==> src/rtl/word_split_pkg.sv <==
// rtl/word_split_pkg.sv - shared state encoding and default sizes for word_split
package word_split_pkg;

  typedef enum logic {
    IDLE = 1'b0,
    SEND = 1'b1
  } state_e;

  localparam int DATA_W_DEF = 8;
  localparam int NUM_DEF    = 4;

endpackage

==> src/rtl/word_split_if.sv <==
// rtl/word_split_if.sv - word-in / lane-out handshake bundle; last_out exists only with WORD_SPLIT_LAST_EN
interface word_split_if
  import word_split_pkg::*;
#(
  parameter int DATA_W = DATA_W_DEF,
  parameter int NUM    = NUM_DEF
);

  logic [NUM*DATA_W-1:0] data_in;
  logic                  valid_in;
  logic                  ready_out;
  logic [DATA_W-1:0]     data_out;
  logic                  valid_out;
  logic                  ready_in;
`ifdef WORD_SPLIT_LAST_EN
  logic                  last_out;
`endif

  modport slave (
    input  data_in, valid_in, ready_in,
    output ready_out, data_out, valid_out
`ifdef WORD_SPLIT_LAST_EN
    , last_out
`endif
  );

  modport master (
    output data_in, valid_in, ready_in,
    input  ready_out, data_out, valid_out
`ifdef WORD_SPLIT_LAST_EN
    , last_out
`endif
  );

endinterface

==> src/rtl/word_split_lane_mux.sv <==
// rtl/word_split_lane_mux.sv - selects one DATA_W lane of a held word by emission index
module lane_mux
  import word_split_pkg::*;
#(
  parameter int DATA_W    = DATA_W_DEF,
  parameter int NUM       = NUM_DEF,
  parameter int MSB_FIRST = 0
) (
  input  logic [NUM*DATA_W-1:0]  word,
  input  logic [$clog2(NUM)-1:0] idx,
  output logic [DATA_W-1:0]      lane
);

  localparam int IDX_W = $clog2(NUM);
  localparam logic [IDX_W-1:0] LAST_IDX = IDX_W'(NUM - 1);

  logic [DATA_W-1:0] lanes [NUM];
  logic [IDX_W-1:0]  sel;

  for (genvar i = 0; i < NUM; i++) begin : g_lane
    assign lanes[i] = word[i*DATA_W +: DATA_W];
  end

  // NUM is a power of two, so reversing the index never leaves 0..NUM-1
  always_comb begin
    sel  = (MSB_FIRST != 0) ? (LAST_IDX - idx) : idx;
    lane = lanes[sel];
  end

endmodule

==> src/rtl/word_split.sv <==
// rtl/word_split.sv - splits each accepted NUM*DATA_W word into NUM lanes, one per output transfer; WORD_SPLIT_LAST_EN adds last_out
module word_split
  import word_split_pkg::*;
#(
  parameter int DATA_W    = DATA_W_DEF,
  parameter int NUM       = NUM_DEF,
  parameter int MSB_FIRST = 0
) (
  input  logic       clk,
  input  logic       rst,
  word_split_if.slave bus
);

  localparam int IDX_W = $clog2(NUM);
  localparam logic [IDX_W-1:0] LAST_IDX = IDX_W'(NUM - 1);

  state_e                state_q, state_d;
  logic [IDX_W-1:0]      idx_q, idx_d;
  logic [NUM*DATA_W-1:0] word_q, word_d;
  logic [DATA_W-1:0]     lane;
  logic                  ready;
  logic                  sending;

  lane_mux #(
    .DATA_W    (DATA_W),
    .NUM       (NUM),
    .MSB_FIRST (MSB_FIRST)
  ) u_lane_mux (
    .word (word_q),
    .idx  (idx_q),
    .lane (lane)
  );

  always_comb begin
    state_d = state_q;
    idx_d   = idx_q;
    word_d  = word_q;
    ready   = 1'b0;
    case (state_q)
      IDLE: begin
        ready = 1'b1;
        if (bus.valid_in) begin
          word_d  = bus.data_in;
          idx_d   = '0;
          state_d = SEND;
        end
      end
      SEND: begin
        if (bus.ready_in) begin
          if (idx_q == LAST_IDX) begin
            // final lane leaving: take the next word in the same cycle for zero-bubble streaming
            ready = 1'b1;
            idx_d = '0;
            if (bus.valid_in) begin
              word_d = bus.data_in;
            end else begin
              state_d = IDLE;
            end
          end else begin
            idx_d = idx_q + IDX_W'(1);
          end
        end
      end
      default: state_d = IDLE;
    endcase
  end

  always_ff @(posedge clk) begin
    if (rst) begin
      state_q <= IDLE;
      idx_q   <= '0;
      word_q  <= '0;
    end else begin
      state_q <= state_d;
      idx_q   <= idx_d;
      word_q  <= word_d;
    end
  end

  assign sending       = (state_q == SEND);
  assign bus.ready_out = ready;
  assign bus.valid_out = sending;
  assign bus.data_out  = sending ? lane : '0;
`ifdef WORD_SPLIT_LAST_EN
  assign bus.last_out  = sending && (idx_q == LAST_IDX);
`endif

endmodule

==> src/flat_wrapper.sv <==
// flat-port wrapper written by rule: the top's interface ports become plain ports
module word_split_flat import word_split_pkg::*;
#(
  parameter int DATA_W    = DATA_W_DEF,
  parameter int NUM       = NUM_DEF,
  parameter int MSB_FIRST = 0
)
  (clk, rst, bus_data_in, bus_valid_in, bus_ready_in, bus_ready_out, bus_data_out, bus_valid_out);
  word_split_if #(.DATA_W(DATA_W), .NUM(NUM)) bus_i ();
  input  logic clk;
  input  logic rst;
  input wire logic [$bits(bus_i.data_in)-1:0] bus_data_in;
  input wire logic [$bits(bus_i.valid_in)-1:0] bus_valid_in;
  input wire logic [$bits(bus_i.ready_in)-1:0] bus_ready_in;
  output wire logic [$bits(bus_i.ready_out)-1:0] bus_ready_out;
  output wire logic [$bits(bus_i.data_out)-1:0] bus_data_out;
  output wire logic [$bits(bus_i.valid_out)-1:0] bus_valid_out;
  assign bus_i.data_in = bus_data_in;
  assign bus_i.valid_in = bus_valid_in;
  assign bus_i.ready_in = bus_ready_in;
  assign bus_ready_out = bus_i.ready_out;
  assign bus_data_out = bus_i.data_out;
  assign bus_valid_out = bus_i.valid_out;
  word_split #(.DATA_W(DATA_W), .NUM(NUM), .MSB_FIRST(MSB_FIRST)) u_core (.clk(clk), .rst(rst), .bus(bus_i));
endmodule
==> config.mk <==
export PLATFORM = sky130hd
export DESIGN_NAME = word_split_flat
export DESIGN_NICKNAME = d
export VERILOG_FILES = /design/src/rtl/word_split_pkg.sv /design/src/rtl/word_split_if.sv /design/src/rtl/word_split_lane_mux.sv /design/src/rtl/word_split.sv /design/src/flat_wrapper.sv
export SDC_FILE = /design/constraint.sdc
export NUM_CORES = 1
export LEC_CHECK = 0
export CAP_MARGIN = 20
export CORE_MARGIN = 4
export CORE_UTILIZATION = 44
export CTS_CLUSTER_SIZE = 30
export DETAILED_ROUTE_END_ITERATION = 10
export PLACE_DENSITY_LB_ADDON = 0.3
export SLEW_MARGIN = 10
export SYNTH_ARGS = -nofsm -noshare
export SYNTH_HDL_FRONTEND = slang
export SYNTH_SLANG_ARGS = --single-unit
==> constraint.sdc <==
create_clock -name clk -period 1.15 [get_ports clk]
set_input_delay 0.115 -clock clk [delete_from_list [all_inputs] [get_ports clk]]
set_output_delay 0.115 -clock clk [all_outputs]
set_load 0.1 [all_outputs]
[Word level (Yosys, flattened, before mapping)]
Cells that the tools add are included.
Storage, ports and cells
  bits in registers: 35
  bits in latches: 0
  memory bits (writable): 0
  memory bits (read-only): 0
  input bits: 36
  memories kept: 0
Cells by class
  add/sub/neg operators: 1
  $mul: 0
  div/mod/pow operators: 0
  $lt $le $gt $ge: 1
  eq/ne operators: 4
  shift-type cells: 0
  mux-type cells: 19
  bitwise gates (word level): 2
  reduce and logical (&&, ||, !) cells: 2
Operator list (count)
  $mux W32: 3
  $pmux W32 S2: 1
  $mux W8: 3
  $bmux W8 S2: 1
  $mux W2: 3
  $ne A2 B2 Y1 const B: 3
  $mux W1: 5
  $pmux W1 S2: 2
  $pmux W2 S2: 1
  $reduce_and A2 Y1: 2
  $ge A3 B3 Y1 const B: 1
  $not A2 Y3: 1
  $add A2 B1 Y2 const B: 1
  $eq A2 B2 Y1 const B: 1
  $not A1 Y1: 1

[Depth between registers and ports, before layout]
Gate-level depths: netlist of the first run.
  depth in word-level cells: 5
  gate-level depth with buffers: 6
  mapped depth without buffers: 4

[Cells and area by module]
A second synthesis of the first run with hierarchy kept.
Unflattened totals
  cell total of the unflattened synthesis: 173
  area total of the unflattened synthesis: 1849.3 um^2
Modules (own cells, without submodules)
  word_split: times used 1, cells an instance 163, area each 1652.8 um^2, sequential area each 700.7 um^2
  lane_mux: times used 1, cells an instance 10, area each 196.4 um^2, sequential area each 0.0 um^2

[Worst setup path after synthesis of the first run]
OpenSTA, ideal clock, no wires.
  path type: reg-to-output
  start: register u_core.state_q (netlist: u_core.bus.valid_out)
  end: output bus_data_out[0]
  arrival time: 2.029 ns
  required time: 1.035 ns
  setup slack: -0.994 ns
  cell stages (with the launch flop): 3
  buffers on the path: 1
  cell sequence: dfxtp_1 clkbuf_1 and2_1
Between the ends
  longest elaborated chain between the ends: 1
Ends and longest elaborated chain
  from (decl): line word_split.sv:17  | state_e state_q, state_d;
  from (signal assigned): line word_split.sv:74  | state_q <= state_d;
  $mux W8: line word_split.sv:83  | assign bus.data_out = sending ? lane : '0;
  to (decl): line flat_wrapper.sv:16  | output wire logic [$bits(bus_i.data_out)-1:0] bus_data_out;
No other way between the ends.

[Final worst setup path of the first run]
  start: register u_core.idx_q[1]
  end: output bus_data_out[6]
Between the ends
  longest elaborated chain between the ends: 5
Ends and longest elaborated chain
  from (decl): line word_split.sv:18  | logic [IDX_W-1:0] idx_q, idx_d;
  from (signal assigned): line word_split.sv:75  | idx_q <= idx_d;
  $not A2 Y3 (implied by the code): line word_split_lane_mux.sv:27  | lane = lanes[sel];
  $bmux W8 S2: line word_split_lane_mux.sv:27
  $mux W8 (implied by the code) (2 in a row): line word_split_lane_mux.sv:27
  $mux W8: line word_split.sv:83
No other way between the ends. The select of a mux whose other input is x is not followed.

==> flow_metrics.env, run 1 <==
export IMPL_status="finished with violations"
export IMPL_failed_checks="negative setup slack"
export IMPL_arrival_ps=1580
export IMPL_power_static_leakage_uw=0.00111
export IMPL_crit_path_max_cell_delay_ps=500
export IMPL_synthesis_yosys_warnings=0
export IMPL_worst_slew_pin_transition_ps=239
export IMPL_num_fill_cells=271
export IMPL_fp_dieW_um=72.9
export IMPL_antenna_diode_count=0
export IMPL_critical_path_cell_chain="buf_6, mux4_2, and2_4, buf_12"
export IMPL_synth_top_flop_cell="sky130_fd_sc_hd__dfxtp_1"
export IMPL_yosysSeqAreaShare=0.378
export IMPL_final_layout_size_suffix_gt1_frac=0.272
export IMPL_synth_seq_cells=35
export IMPL_slew_violations=0
export IMPL_hold_ws_ps=379
export IMPL_tritoncts_num_buffers=5
export IMPL_initial_core_util=0.461
export IMPL_die_area_mm2=0.00532
export IMPL_post_route_worst_setup_slack_ps=-547
export IMPL_grt_overflow_total=0
export IMPL_fin_nets=271
export IMPL_floorplan_die_height_um=72.9
export IMPL_clk_pin_slew_ps=80
export IMPL_synth_most_common_cell="sky130_fd_sc_hd__nand2b_1"
export IMPL_globalplace_congestion=0.786
export IMPL_slew_headroom=0.836
export IMPL_critPathLaunchType="register"
export IMPL_drt_first_iter_violations=80
export IMPL_synthesis_nets=210
export IMPL_grt_pass1_wl_um=6620
export IMPL_worst_path_max_fanout=4
export IMPL_largest_cells_by_area_after_synthesis="sky130_fd_sc_hd__dfxtp_1, sky130_fd_sc_hd__nand2b_1, sky130_fd_sc_hd__mux2i_1, sky130_fd_sc_hd__mux4_2, sky130_fd_sc_hd__buf_12"
export IMPL_htree_num_levels=2
export IMPL_synthDistinctLibCells=14
export IMPL_portBuffers=45
export IMPL_synthesis_instances=173
export IMPL_drc=0
export IMPL_cts_sinks=35
export IMPL_routed_via_density=4.95
export IMPL_wl_per_cell_um=15.3
export IMPL_fin_worst_skew_ps=9.05
export IMPL_timing_final_crit_period_ps=1700
export IMPL_place_ws_ps=-387
export IMPL_setup_repair_after_global_routing_missed_its_margin="yes"
export IMPL_drt_total_wl_um=4370
export IMPL_report_final_hold_viol_count=0
export IMPL_worst_ir_drop_vdd_v=0.000636
export IMPL_fmax_mhz=589
export IMPL_regArea_um2=709
export IMPL_finalPower_uw=3070
export IMPL_first_global_vias=1424
export IMPL_post_synth_most_frequent_cells="sky130_fd_sc_hd__nand2b_1, sky130_fd_sc_hd__dfxtp_1, sky130_fd_sc_hd__mux2i_1"
export IMPL_detail_route_antenna_nets=0
export IMPL_cell_taking_the_most_area_after_synthesis="sky130_fd_sc_hd__dfxtp_1"
export IMPL_holdCritPathClass="input port to register"
export IMPL_number_of_buffers_on_the_longest_clock_path=2
export IMPL_max_cap_viol_count=0
export IMPL_core_rowCount=23
export IMPL_multi_input_comb_area_mm2=0.00108
export IMPL_synth_async_sr_flop_share=0
export IMPL_grt_antenna_before_repair=0
export IMPL_setup_tns_after_final_layout_ps=-18480
export IMPL_reg2reg_setup_slack_ps=-460
export IMPL_global_route_usage_total=0.162
export IMPL_tritoncts="yes"
export IMPL_avgSynthCellArea_um2=10.7
export IMPL_syn2layout_area_growth_pct=51.4
export IMPL_coreArea_mm2=0.00403
export IMPL_ios=46
export IMPL_drt_pass1_iterations=4
export IMPL_pwr_density_cell_mw_per_mm2=1090
export IMPL_endpoints_failing_setup=42
export IMPL_critPathSlowestCell="sky130_fd_sc_hd__mux4_2"
export IMPL_required_ps=1030
export IMPL_min_period_over_period=1.48
export IMPL_root_buffer_selected_by_cts="sky130_fd_sc_hd__clkbuf_8"
export IMPL_pin_count_of_the_biggest_net_entering_global_routing=52
export IMPL_synthesis_area_mm2=0.00186
export IMPL_worst_setup_path_end_kind="output pin"
export IMPL_final_util=0.698
export IMPL_routed_via_count=1412
export IMPL_worstSkewPairLatency_ps=290
export IMPL_yosysTopAreaCellShare=0.378
export IMPL_synth_edf_count=0
export IMPL_path_class="register to output pin"
export IMPL_detailed_place_hpwl_um=2940
==> report_power, final <==
part | switching (uW) | leakage, uW | internal [uW]
Sequential | 47.7 | 0.000289 | 1290
Clock | 449 | 0.0000515 | 547
Combinational | 312 | 0.000770 | 426
Total | 809 | 0.00111 | 2260
==> state kept, by name, summed over array words and instances, names as in the netlist <==
name,cells
u_core.word_q,32
u_core.idx_q,2
u_core.bus.valid_out,1
==> routing by layer <==
layer | vias up | routed length (um) | share of wire | track usage
met3 | 11 | 218 | 0.050 | 0.0303
met5 | - | 0 | 0 | 0
met4 | 0 | 100 | 0.023 | 0.0676
met1 | 674 | 1940 | 0.44 | 0.200
met2 | 34 | 2110 | 0.48 | 0.278
li1 | 693 | - | - | -
==> cell usage in the layout, fill, tap and decap left out, types with 2 or more instances in the layout <==
master,n
sky130_fd_sc_hd__buf_6,11
sky130_fd_sc_hd__and2_4,8
sky130_fd_sc_hd__buf_4,6
sky130_fd_sc_hd__dfxtp_1,32
sky130_fd_sc_hd__clkbuf_8,7
sky130_fd_sc_hd__clkbuf_16,3
sky130_fd_sc_hd__dfxtp_4,2
sky130_fd_sc_hd__mux2i_1,33
sky130_fd_sc_hd__buf_12,13
sky130_fd_sc_hd__a32oi_1,2
sky130_fd_sc_hd__mux4_2,8
sky130_fd_sc_hd__nor2_1,4
sky130_fd_sc_hd__clkdlybuf4s50_1,35
sky130_fd_sc_hd__nand2b_1,64
==> kinds of logic (layout without fill, tap and decap cells) <==
family	count (synthesis)	count (layout)	share of synthesized area
simple gates	78	78	0.256
fa+ha+maj	1	1	0.00674
flops	35	35	0.378
mux	41	41	0.275
buf+inv	15	77	0.0688
compound gates	3	3	0.0155
==> area by class of cell <==
class	instances	area share
multi-input cells	123	0.383
repair buffers	68	0.304
flip-flops and latches	35	0.252
clock buffers	8	0.0356
well taps	50	0.0223
inverters	1	0.00223
==> per-stage QoR <==
| step | instances | instance area [um2] |
|---|---|---|
| 2_1_floorplan | 173 | 1890 |
| 3_3_place_gp | 266 | 2510 |
| 3_5_place_dp | 266 | 2510 |
| 4_1_cts | 277 | 2660 |
| 5_1_grt | 285 | 2810 |
| 6_report | 285 | 2810 |
==> path summary, 6_finish.rpt <==
check | startpoint | end | depth (start not counted)
max | u_core.idx_q[1]$_SDFFE_PP0P_ | bus_data_out[6] | 4
min reg2reg | u_core.word_q[6]$_SDFFE_PP0P_ | u_core.word_q[6]$_SDFFE_PP0P_ | 2
min | bus_data_in[13] | u_core.word_q[13]$_SDFFE_PP0P_ | 3
max reg2reg | u_core.idx_q[0]$_SDFFE_PP0P_ | u_core.word_q[30]$_SDFFE_PP0P_ | 8
==> repair_timing <==
item	in CTS	in global routing
hold buffers	0	0
gates resized for setup	9	10
pin swaps	2	0
endpoints found under the hold margin	0	0
setup endpoints to repair	45	44
setup buffers	3	4
gates cloned	0	4
==> critical path: cells and delay by family (launching register included) <==
kind,cells,cell delay [ps]
multiplexers,1,500
flip-flops,1,350
buffers and inverters,2,280
AND/OR/NAND/NOR,1,160
No activity file was read; power rests on OpenSTA's default activity.
==> run 2, diff against run 1 <==
- CAP_MARGIN: 20 -> default
==> results of run 2 <==
No change in the layout: final DEF, timing and power equal those of run 1.
